## src/rtl/ifu_lsu_rd_arbiter_if.sv

```systemverilog
// AXI4 read-channel bundle (AR + R) shared by the IFU/LSU masters and the memory port.
// The master modport drives AR and RREADY; the slave modport drives ARREADY and the R beat.
interface ifu_lsu_rd_arbiter_if #(
  parameter int ADDR_W = 32,
  parameter int DATA_W = 32,
  parameter int ID_W   = 4
);
  logic              arvalid;
  logic              arready;
  logic [ADDR_W-1:0] araddr;
  logic [7:0]        arlen;
  logic [2:0]        arsize;
  logic [1:0]        arburst;
  logic [ID_W-1:0]   arid;

  logic              rvalid;
  logic              rready;
  logic [DATA_W-1:0] rdata;
  logic [1:0]        rresp;
  logic              rlast;
  logic [ID_W-1:0]   rid;

  modport master (
    output arvalid, araddr, arlen, arsize, arburst, arid, rready,
    input  arready, rvalid, rdata, rresp, rlast, rid
  );

  modport slave (
    input  arvalid, araddr, arlen, arsize, arburst, arid, rready,
    output arready, rvalid, rdata, rresp, rlast, rid
  );
endinterface

```

## src/rtl/ifu_lsu_rd_arbiter.sv

```systemverilog
// Two-master AXI4 read arbiter (m0 = IFU refill, m1 = LSU load) onto one memory read port, one burst in flight.
// Define ARB_RR_EN for round-robin on simultaneous requests; otherwise m1 has fixed priority over m0.
module ifu_lsu_rd_arbiter #(
  parameter int ADDR_W = 32,
  parameter int DATA_W = 32,
  parameter int ID_W   = 4
) (
  input  logic                  clock,
  input  logic                  reset,
  ifu_lsu_rd_arbiter_if.slave   m0,
  ifu_lsu_rd_arbiter_if.slave   m1,
  ifu_lsu_rd_arbiter_if.master  s
);

  localparam logic [1:0] ST_IDLE = 2'd0;
  localparam logic [1:0] ST_ADDR = 2'd1;
  localparam logic [1:0] ST_DATA = 2'd2;

  logic [1:0]        state_q,   state_d;
  logic              gnt_q,     gnt_d;
  logic              lgnt_q,    lgnt_d;
  logic [ADDR_W-1:0] araddr_q,  araddr_d;
  logic [7:0]        arlen_q,   arlen_d;
  logic [2:0]        arsize_q,  arsize_d;
  logic [1:0]        arburst_q, arburst_d;
  logic [ID_W-1:0]   arid_q,    arid_d;

  logic              in_idle;
  logic              in_addr;
  logic              in_data;
  logic              any_req;
  logic              winner;
  logic              accept;
  logic              s_rready;
  logic              r_done;
  logic [DATA_W-1:0] r_data;
  logic [ID_W-1:0]   r_id;

  assign in_idle = (state_q == ST_IDLE);
  assign in_addr = (state_q == ST_ADDR);
  assign in_data = (state_q == ST_DATA);
  assign any_req = m0.arvalid | m1.arvalid;

  // winner is only meaningful while a request is present; it selects m1 when high
  always_comb begin
`ifdef ARB_RR_EN
    winner = (m0.arvalid & m1.arvalid) ? ~lgnt_q : m1.arvalid;
`else
    winner = m1.arvalid;
`endif
  end

  assign accept = ~reset & in_idle & any_req;

  // AR side: only the IDLE winner sees arready, memory sees the latched request in ADDR
  assign m0.arready = accept & ~winner;
  assign m1.arready = accept &  winner;

  assign s.arvalid  = ~reset & in_addr;
  assign s.araddr   = araddr_q;
  assign s.arlen    = arlen_q;
  assign s.arsize   = arsize_q;
  assign s.arburst  = arburst_q;
  assign s.arid     = arid_q;

  // R side: only rvalid/rready are steered by the grant; beat fields fan out to both masters
  assign s_rready  = ~reset & in_data & (gnt_q ? m1.rready : m0.rready);
  assign s.rready  = s_rready;
  assign m0.rvalid = ~reset & in_data & s.rvalid & ~gnt_q;
  assign m1.rvalid = ~reset & in_data & s.rvalid &  gnt_q;
  assign r_done    = in_data & s.rvalid & s_rready & s.rlast;

  assign r_data    = s.rdata;
  assign r_id      = s.rid;
  assign m0.rdata  = r_data;
  assign m1.rdata  = r_data;
  assign m0.rresp  = s.rresp;
  assign m1.rresp  = s.rresp;
  assign m0.rlast  = s.rlast;
  assign m1.rlast  = s.rlast;
  assign m0.rid    = r_id;
  assign m1.rid    = r_id;

  // NOTE: every always_comb output takes its hold value first, so no path can infer a latch.
  always_comb begin
    state_d   = state_q;
    gnt_d     = gnt_q;
    lgnt_d    = lgnt_q;
    araddr_d  = araddr_q;
    arlen_d   = arlen_q;
    arsize_d  = arsize_q;
    arburst_d = arburst_q;
    arid_d    = arid_q;

    case (state_q)
      ST_IDLE: begin
        if (accept) begin
          state_d   = ST_ADDR;
          gnt_d     = winner;
          lgnt_d    = winner;
          araddr_d  = winner ? m1.araddr  : m0.araddr;
          arlen_d   = winner ? m1.arlen   : m0.arlen;
          arsize_d  = winner ? m1.arsize  : m0.arsize;
          arburst_d = winner ? m1.arburst : m0.arburst;
          arid_d    = winner ? m1.arid    : m0.arid;
        end
      end
      ST_ADDR: begin
        if (s.arready) state_d = ST_DATA;
      end
      ST_DATA: begin
        // beat count is not tracked; the slave's rlast alone closes the burst
        if (r_done) state_d = ST_IDLE;
      end
      default: state_d = ST_IDLE;
    endcase
  end

  // NOTE: sequential state uses non-blocking assignments only; reset is synchronous and active-high here.
  always_ff @(posedge clock) begin
    if (reset) begin
      state_q   <= ST_IDLE;
      gnt_q     <= 1'b0;
      lgnt_q    <= 1'b0;
      araddr_q  <= '0;
      arlen_q   <= '0;
      arsize_q  <= '0;
      arburst_q <= '0;
      arid_q    <= '0;
    end else begin
      state_q   <= state_d;
      gnt_q     <= gnt_d;
      lgnt_q    <= lgnt_d;
      araddr_q  <= araddr_d;
      arlen_q   <= arlen_d;
      arsize_q  <= arsize_d;
      arburst_q <= arburst_d;
      arid_q    <= arid_d;
    end
  end

endmodule
```

## src/flat_wrapper.sv

```systemverilog
// flat-port wrapper written by rule: the top's interface ports become plain ports
module ifu_lsu_rd_arbiter_flat 
#(
  parameter int ADDR_W = 32,
  parameter int DATA_W = 32,
  parameter int ID_W   = 4
)
  (clock, reset, m0_arvalid, m0_araddr, m0_arlen, m0_arsize, m0_arburst, m0_arid, m0_rready, m0_arready, m0_rvalid, m0_rdata, m0_rresp, m0_rlast, m0_rid, m1_arvalid, m1_araddr, m1_arlen, m1_arsize, m1_arburst, m1_arid, m1_rready, m1_arready, m1_rvalid, m1_rdata, m1_rresp, m1_rlast, m1_rid, s_arvalid, s_araddr, s_arlen, s_arsize, s_arburst, s_arid, s_rready, s_arready, s_rvalid, s_rdata, s_rresp, s_rlast, s_rid);
  ifu_lsu_rd_arbiter_if #(.ADDR_W(ADDR_W), .DATA_W(DATA_W), .ID_W(ID_W)) m0_i ();
  ifu_lsu_rd_arbiter_if #(.ADDR_W(ADDR_W), .DATA_W(DATA_W), .ID_W(ID_W)) m1_i ();
  ifu_lsu_rd_arbiter_if #(.ADDR_W(ADDR_W), .DATA_W(DATA_W), .ID_W(ID_W)) s_i ();
  input  logic clock;
  input  logic reset;
  input wire logic [$bits(m0_i.arvalid)-1:0] m0_arvalid;
  input wire logic [$bits(m0_i.araddr)-1:0] m0_araddr;
  input wire logic [$bits(m0_i.arlen)-1:0] m0_arlen;
  input wire logic [$bits(m0_i.arsize)-1:0] m0_arsize;
  input wire logic [$bits(m0_i.arburst)-1:0] m0_arburst;
  input wire logic [$bits(m0_i.arid)-1:0] m0_arid;
  input wire logic [$bits(m0_i.rready)-1:0] m0_rready;
  output wire logic [$bits(m0_i.arready)-1:0] m0_arready;
  output wire logic [$bits(m0_i.rvalid)-1:0] m0_rvalid;
  output wire logic [$bits(m0_i.rdata)-1:0] m0_rdata;
  output wire logic [$bits(m0_i.rresp)-1:0] m0_rresp;
  output wire logic [$bits(m0_i.rlast)-1:0] m0_rlast;
  output wire logic [$bits(m0_i.rid)-1:0] m0_rid;
  input wire logic [$bits(m1_i.arvalid)-1:0] m1_arvalid;
  input wire logic [$bits(m1_i.araddr)-1:0] m1_araddr;
  input wire logic [$bits(m1_i.arlen)-1:0] m1_arlen;
  input wire logic [$bits(m1_i.arsize)-1:0] m1_arsize;
  input wire logic [$bits(m1_i.arburst)-1:0] m1_arburst;
  input wire logic [$bits(m1_i.arid)-1:0] m1_arid;
  input wire logic [$bits(m1_i.rready)-1:0] m1_rready;
  output wire logic [$bits(m1_i.arready)-1:0] m1_arready;
  output wire logic [$bits(m1_i.rvalid)-1:0] m1_rvalid;
  output wire logic [$bits(m1_i.rdata)-1:0] m1_rdata;
  output wire logic [$bits(m1_i.rresp)-1:0] m1_rresp;
  output wire logic [$bits(m1_i.rlast)-1:0] m1_rlast;
  output wire logic [$bits(m1_i.rid)-1:0] m1_rid;
  output wire logic [$bits(s_i.arvalid)-1:0] s_arvalid;
  output wire logic [$bits(s_i.araddr)-1:0] s_araddr;
  output wire logic [$bits(s_i.arlen)-1:0] s_arlen;
  output wire logic [$bits(s_i.arsize)-1:0] s_arsize;
  output wire logic [$bits(s_i.arburst)-1:0] s_arburst;
  output wire logic [$bits(s_i.arid)-1:0] s_arid;
  output wire logic [$bits(s_i.rready)-1:0] s_rready;
  input wire logic [$bits(s_i.arready)-1:0] s_arready;
  input wire logic [$bits(s_i.rvalid)-1:0] s_rvalid;
  input wire logic [$bits(s_i.rdata)-1:0] s_rdata;
  input wire logic [$bits(s_i.rresp)-1:0] s_rresp;
  input wire logic [$bits(s_i.rlast)-1:0] s_rlast;
  input wire logic [$bits(s_i.rid)-1:0] s_rid;
  assign m0_i.arvalid = m0_arvalid;
  assign m0_i.araddr = m0_araddr;
  assign m0_i.arlen = m0_arlen;
  assign m0_i.arsize = m0_arsize;
  assign m0_i.arburst = m0_arburst;
  assign m0_i.arid = m0_arid;
  assign m0_i.rready = m0_rready;
  assign m0_arready = m0_i.arready;
  assign m0_rvalid = m0_i.rvalid;
  assign m0_rdata = m0_i.rdata;
  assign m0_rresp = m0_i.rresp;
  assign m0_rlast = m0_i.rlast;
  assign m0_rid = m0_i.rid;
  assign m1_i.arvalid = m1_arvalid;
  assign m1_i.araddr = m1_araddr;
  assign m1_i.arlen = m1_arlen;
  assign m1_i.arsize = m1_arsize;
  assign m1_i.arburst = m1_arburst;
  assign m1_i.arid = m1_arid;
  assign m1_i.rready = m1_rready;
  assign m1_arready = m1_i.arready;
  assign m1_rvalid = m1_i.rvalid;
  assign m1_rdata = m1_i.rdata;
  assign m1_rresp = m1_i.rresp;
  assign m1_rlast = m1_i.rlast;
  assign m1_rid = m1_i.rid;
  assign s_arvalid = s_i.arvalid;
  assign s_araddr = s_i.araddr;
  assign s_arlen = s_i.arlen;
  assign s_arsize = s_i.arsize;
  assign s_arburst = s_i.arburst;
  assign s_arid = s_i.arid;
  assign s_rready = s_i.rready;
  assign s_i.arready = s_arready;
  assign s_i.rvalid = s_rvalid;
  assign s_i.rdata = s_rdata;
  assign s_i.rresp = s_rresp;
  assign s_i.rlast = s_rlast;
  assign s_i.rid = s_rid;
  ifu_lsu_rd_arbiter #(.ADDR_W(ADDR_W), .DATA_W(DATA_W), .ID_W(ID_W)) u_core (.clock(clock), .reset(reset), .m0(m0_i), .m1(m1_i), .s(s_i));
endmodule
```

## config.mk

```make
export PLATFORM = sky130hd
export DESIGN_NAME = ifu_lsu_rd_arbiter_flat
export DESIGN_NICKNAME = d
export VERILOG_FILES = /design/src/rtl/ifu_lsu_rd_arbiter_if.sv /design/src/rtl/ifu_lsu_rd_arbiter.sv /design/src/flat_wrapper.sv
export SDC_FILE = /design/constraint.sdc
export NUM_CORES = 1
export LEC_CHECK = 0
export CAP_MARGIN = 0
export CORE_AREA = 2 2 109 111
export CTS_BUF_LIST = sky130_fd_sc_hd__clkbuf_16
export CTS_CLUSTER_DIAMETER = 100
export DETAILED_ROUTE_END_ITERATION = 8
export DIE_AREA = 0 0 111 113
export DONT_BUFFER_PORTS = 1
export PLACE_DENSITY = 0.5
export SKIP_CTS_REPAIR_TIMING = 1
export SYNTH_ARGS = -nofsm -noshare
export SYNTH_HDL_FRONTEND = slang
export SYNTH_SLANG_ARGS = --single-unit
```

## constraint.sdc

```tcl
create_clock -name clock -period 3.1 [get_ports clock]
set_input_delay 0.155 -clock clock [delete_from_list [all_inputs] [get_ports clock]]
set_output_delay 0.155 -clock clock [all_outputs]
set_load 0.05 [all_outputs]
```

==> results.md, run 1 <==
* Fillers at 1208
* Setup TNS at 0 ps
* Site Rows at 39
* Cells after synthesis at 329
* Clk_skew at 7.12 ps
* RSZ-0062 raised after global routing: no
* Final-report max-slew violation count at 0
* Final hold violations at 0
* Max Cap Viol at 0
* Final nets at roughly 380
* Final worst path period share at 70.3%
* Hold WC Path Type: in2reg
* CTS Sinks at 52
* Cells along the critical path: nor2_4 > nand2_1 > nor3b_2
* Yosys warnings at 0
* Minimum hold slack at about 17 ps
* Total GRT Usage at 10.4%
* Largest net degree at the start of global routing at 57
* Total CTS buffers at 5
* Die H at 113 um
* H-tree levels at 2
* Via count at about 1900
* Post-synthesis register bit count at 52
* Total power divided by cell area at 751 nW/um^2
* Post-Syn Area at approximately 3100 um^2
* Dpl hpwl at 4730 um
* Slew margin rel. at 37.6%
* Syn_area_per_cell at 9.27 um^2
* Arrival time at the worst endpoint at 2020 ps
* Fmax at 459 MHz
* Finished Layout Cells at 378
* Share of post-route cells with drive strength above 1 at 12.3%
* Clk slew on worst S/H paths at 70 ps
* Synth async-reset ratio at 0%
* Clk Latency, worst-skew pair at a little under 300 ps
* Antenna viol nets, final at 0
* Die width at 111 um
* Seq/Total Area, Yosys at 34.1%
* Post-placement cell count at 369
* Min cycle time layout at roughly 2200 ps
* Synth Flop Type: dfxtp_1
* Vias per Instance at 5.11
* Die area at roughly 13000 um^2
* Ant. Diodes at 0
* GPL Wtd Cong at 0.695
* # setup viols final at 0
* CP required at 2940 ps
* Finished Cell Area at 2740 um^2
* CTS tree: yes
* Core region area at 11300 um^2
* Syn Nets at 474
* Distinct cell type count after synthesis at 25
* Maximum VDD drop at 197 uV
* Startpoint Class: register
* Status: completed
* Routed WL per cell at around 18 um
* Placed cell area at 2560 um^2
* CP endpoint kind: primary output
* Drt first pass iters at 3
* Number of flops mapped to enable cells by yosys at 0
* I/O pin cnt at between 200 and 300
* First-pass GRT wire length at 10600 um
* Kind of critical path: reg2out
* GR Overflow Total at 0
* Antenna violations before repair at 0
* Synthesis-to-finish area growth at -10.1%
* First DRT Iteration DRCs at between 90 and 100
* Reg-to-reg slack, setup at between 1000 and 1500 ps
* Vias in the first global route at ~2000
* Worst slew pin tran at 933 ps
* Clk buf depth at 2
* Starting Density at 27.1%
* Area of the multi-input gates at 1310 um^2
* CP max stage cell: nor3b_2
* CP max FO at 21
* Crit-path max cell delay at roughly 710 ps
* Reg area at 1040 um^2
* DRT Wirelength at 6790 um
* Leakage power at 1.03 nW
* DR DRC count at 0
* CTS root buf: clkbuf_16
* Count of input and output buffers at 0
[state kept, by name, indices dropped and copies added, names as in the netlist]
signal,cells
u_core.s.arsize,3
u_core.s.arid,4
u_core.gnt_q,1
u_core.s.arburst,2
u_core.state_q,2
u_core.s.araddr,32
u_core.s.arlen,8
[critical path, delay by kind of cell, from the launching register on]
family | cells | cell delay [ps]
simple gates | 3 | 1350
flops | 1 | 380
[through the flow]
step                      total power (W)  setup WS [ps]  utilization [%]
after floorplan                   0.00172            747                -
after global placement            0.00148           1100             22.7
after detailed placement          0.00149           1070             22.7
after CTS                         0.00209            858             24.1
after global routing              0.00217            751             24.3
final                             0.00206            922             24.3
[layout by cell type (no fill, tap or decap), types with 2 or more instances in the layout]
cell,synthesis,routed
buf_4,78,4
mux2i_1,50,50
a211oi_1,39,39
nand2_1,3,3
a211oi_2,10,10
clkbuf_16,0,5
nor2_1,3,2
nor2b_1,2,2
dfxtp_1,52,52
a21oi_1,50,50
nor3b_2,0,2
[logic make-up (layout without fill, tap and decap cells)]
family / Yosys count / after routing / synth area share, %
compound gates: 102 / 102 / 22.7
buf+inv: 108 / 14 / 23.6
flops: 52 / 52 / 34.1
mux: 50 / 50 / 16.4
simple gates: 17 / 17 / 3.12
[final cells by class]
type	count	area share, %
repair buffers	5	2.10
well taps	143	6.53
multi-input cells	169	47.7
inverters	1	0.137
clock inverters	3	1.00
clock buffers	5	4.56
flip-flops and latches	52	38.0
[cells in the mapped netlist (all sizes together), types with 2 or more instances]
| library cell | number | area [um^2] |
|---|---|---|
| a211oi | 49 | 418 |
| a21oi | 50 | 250 |
| mux2i | 50 | 500 |
| clkbuf | 18 | 70.1 |
| dfxtp | 52 | 1040 |
| nor2 | 3 | 11.3 |
| buf | 89 | 647 |
| nand2 | 3 | 11.3 |
| nor2b | 2 | 12.5 |
| nor3b | 3 | 22.5 |
[power by group]
group          internal, W  total [W]  switching (W)
logic             0.000136   0.000326       0.000189
clock network     0.000307   0.000580       0.000273
registers         0.000764    0.00115       0.000389
[per-layer routing]
metal / global-route usage [%] / part of all wire (%) / routed length [um]
met1: 11.6 / 38 / 2570
met5: 0 / 0 / 0
met4: 4.25 / 2.7 / 180
met2: 18.0 / 50 / 3390
met3: 3.80 / 9.7 / 656
[path summary, 6_finish.rpt]
| check | start | to | cells past startpoint |
|---|---|---|---|
| max | u_core.state_q[1] | m1_arready | 3 |
| min | m1_arvalid | u_core.gnt_q | 2 |
| max reg2reg | u_core.state_q[1] | u_core.s.araddr[17] | 4 |
| min reg2reg | u_core.gnt_q | u_core.gnt_q | 2 |
Note: power is estimated with default switching activity, not from simulation.
==> run 2: changes to the inputs <==
Settings changed: PLACE_DENSITY 0.5 to 0.52.
Clock period 3.1 ns to 1.9 ns, I/O delays scaled along.
==> results.md, run 2 (synthesized netlist as in run 1, its figures left out) <==
* Status: finished, violations left
* Failing checks: hold timing
* Max Cap Viol at 0 (unchanged)
* Max FFs per register at 32 (unchanged)
* Minimum hold slack at -1.06 ps (-17.7 ps)
* Routed WL per cell at 17.5 um (-2.8%)
* Die area at 12500 um^2 (unchanged)
* Clk_skew at 7.35 ps (+0.230 ps)
* H-tree levels at 2 (unchanged)
* Most frequent cells in the layout: 52 x dfxtp_1, 50 x mux2i_1, 50 x a21oi_1, 39 x a211oi_1, 26 x buf_4
* Setup TNS at 0 ps (unchanged)
* Hold WC Path Type: in2reg
* Site Rows at 39 (unchanged)
* Dpl ws at 473 ps (-593 ps)
* DRT Wirelength at 7040 um (+3.7%)
* Starting Density at 27.1% (unchanged)
* Crit-path max cell delay at 530 ps (-180 ps)
* Clk buf depth at 2 (unchanged)
* Global routing usage on met2 at 17.8% (-0.16 points)
* Clk slew on worst S/H paths at 70 ps (about the same)
* Startpoint Class: register
* Final hold violations at 1 (+1)
* CTS tree: yes
* CP endpoint kind: primary output
* Die H at 113 um (unchanged)
* # setup viols final at 0 (unchanged)
* Largest net degree at the start of global routing at 57 (unchanged)
* First DRT Iteration DRCs at 82 (-14%)
* I/O pin cnt at 278 (unchanged)
* Via count at 2043 (+5.7%)
* Slew margin rel. at 62.7% (+25 points)
* Die width at 111 um (unchanged)
* Final WS setup at 238 ps (-684 ps)
* Clk Latency, worst-skew pair at 290 ps (about the same)
* Total GRT Usage at 10.4% (+0.036 points)
* Leakage power at 1.17 nW (+13%)
* Most common cell after layout, fill and taps aside: dfxtp_1
* CP max FO at 6 (-71%)
* Final nets at 404 (+6.6%)
* Total CTS buffers at 5 (unchanged)
* Antenna violations before repair at 0 (unchanged)
* Placed cell area at 2750 um^2 (+7.4%)
* CTS Sinks at 52 (unchanged)
* Vias in the first global route at 2056 (+4.9%)
* Drt first pass iters at 4 (+1)
* Min cycle time layout at 1660 ps
* Finished Cell Area at 2950 um^2 (+7.5%)
* Total power divided by cell area at 1170 nW/um^2 (+56%)
* Layer carrying the most global-route usage: met2
* Share of post-route cells with drive strength above 1 at 20.4% (+8.0 points)
* Pwr Total at 0.00345 W (+67%)
* Dpl hpwl at 4800 um (+1.5%)
* Post-placement cell count at 392 (+6.2%)
* Cells along the critical path: nor3b_1 > and3_1
* CP required at 1800 ps (-1140 ps)
* First-pass GRT wire length at 10700 um (+1.2%)
* Arrival time at the worst endpoint at 1570 ps (-450 ps)
* GPL Wtd Cong at 0.725 (+4.4%)
* RSZ-0062 raised after global routing: no
* Maximum VDD drop at 424 uV (+120%)
* CTS root buf: clkbuf_16
* Fmax at 602 MHz
* GRT met3 Usage at 3.16% (-0.64 points)
* Worst slew pin tran at 559 ps (-374 ps)
* Kind of critical path: reg2out
* Finished Layout Cells at 403 (+6.6%)
* Core region area at 11300 um^2 (unchanged)
* Ant. Diodes at 0 (unchanged)
* Vias per Instance at 5.07 (-0.81%)
* GR Overflow Total at 0 (unchanged)
* DR DRC count at 0 (unchanged)
* Final worst path period share at 87.5%
* Met1 Usage GRT at 12.1% (+0.50 points)
* Antenna viol nets, final at 0 (unchanged)
* CP max stage cell: and3_1
* Synthesis-to-finish area growth at -3.40%
* Fillers at 1199 (-0.75%)
* Final-report max-slew violation count at 0 (unchanged)
* Count of input and output buffers at 0 (unchanged)
## run 2: cell types whose count changed in the layout (fill, tap and decap cells not counted), sizes merged
cell         before  now
clkinvlp          1    0
dlygate4sd3       0    2
clkinv            1    2
buf               5   28
## run 2: final timing paths
path	start	to	slack (ps)	depth (start not counted)
worst min-delay path	m0_arvalid	u_core.gnt_q	-1	2
worst max register to register	u_core.state_q[1]	u_core.s.arsize[1]	500	4
worst min register to register	u_core.s.araddr[13]	u_core.s.araddr[13]	530	2
worst max-delay path	u_core.state_q[1]	m1_rvalid	240	2
## run 2: final cells by class
type                    count  area [um^2]  share of cell area, %
clock inverters             3         22.5                  0.764
repair buffers             30          263                   8.92
well taps                 143          179                   6.07
flip-flops and latches     52         1040                   35.3
clock buffers               5          125                   4.25
inverters                   1         3.75                  0.127
multi-input cells         169         1310                   44.5
## run 2: metal layers
metal	part of all wire (%)	up-vias	wire length (um)
li1	-	960	-
met1	40	945	2850
met2	49	107	3430
met3	8.6	31	607
met4	2.2	0	157
met5	0	-	0
## run 2: critical path: cells and delay by family (launching register included)
kind	cells	cell delay, ps
simple gates	2	840
flops	1	440
## run 2: per-stage QoR
step                utilization [%]  hold WS (ps)
floorplan                         -           248
global placement               24.4           170
detailed placement             24.4           172
CTS                            25.7          -143
global route                   26.1          2.85
finish                         26.1         -1.06
## run 2: power breakdown
part,total [W],internal (W),switching (W),leakage [nW]
Combinational,0.000847,0.000313,0.000534,0.661
Sequential,0.00169,0.00125,0.000440,0.432
Clock,0.000913,0.000494,0.000419,0.0742
Total,0.00345,0.00205,0.00139,1.17
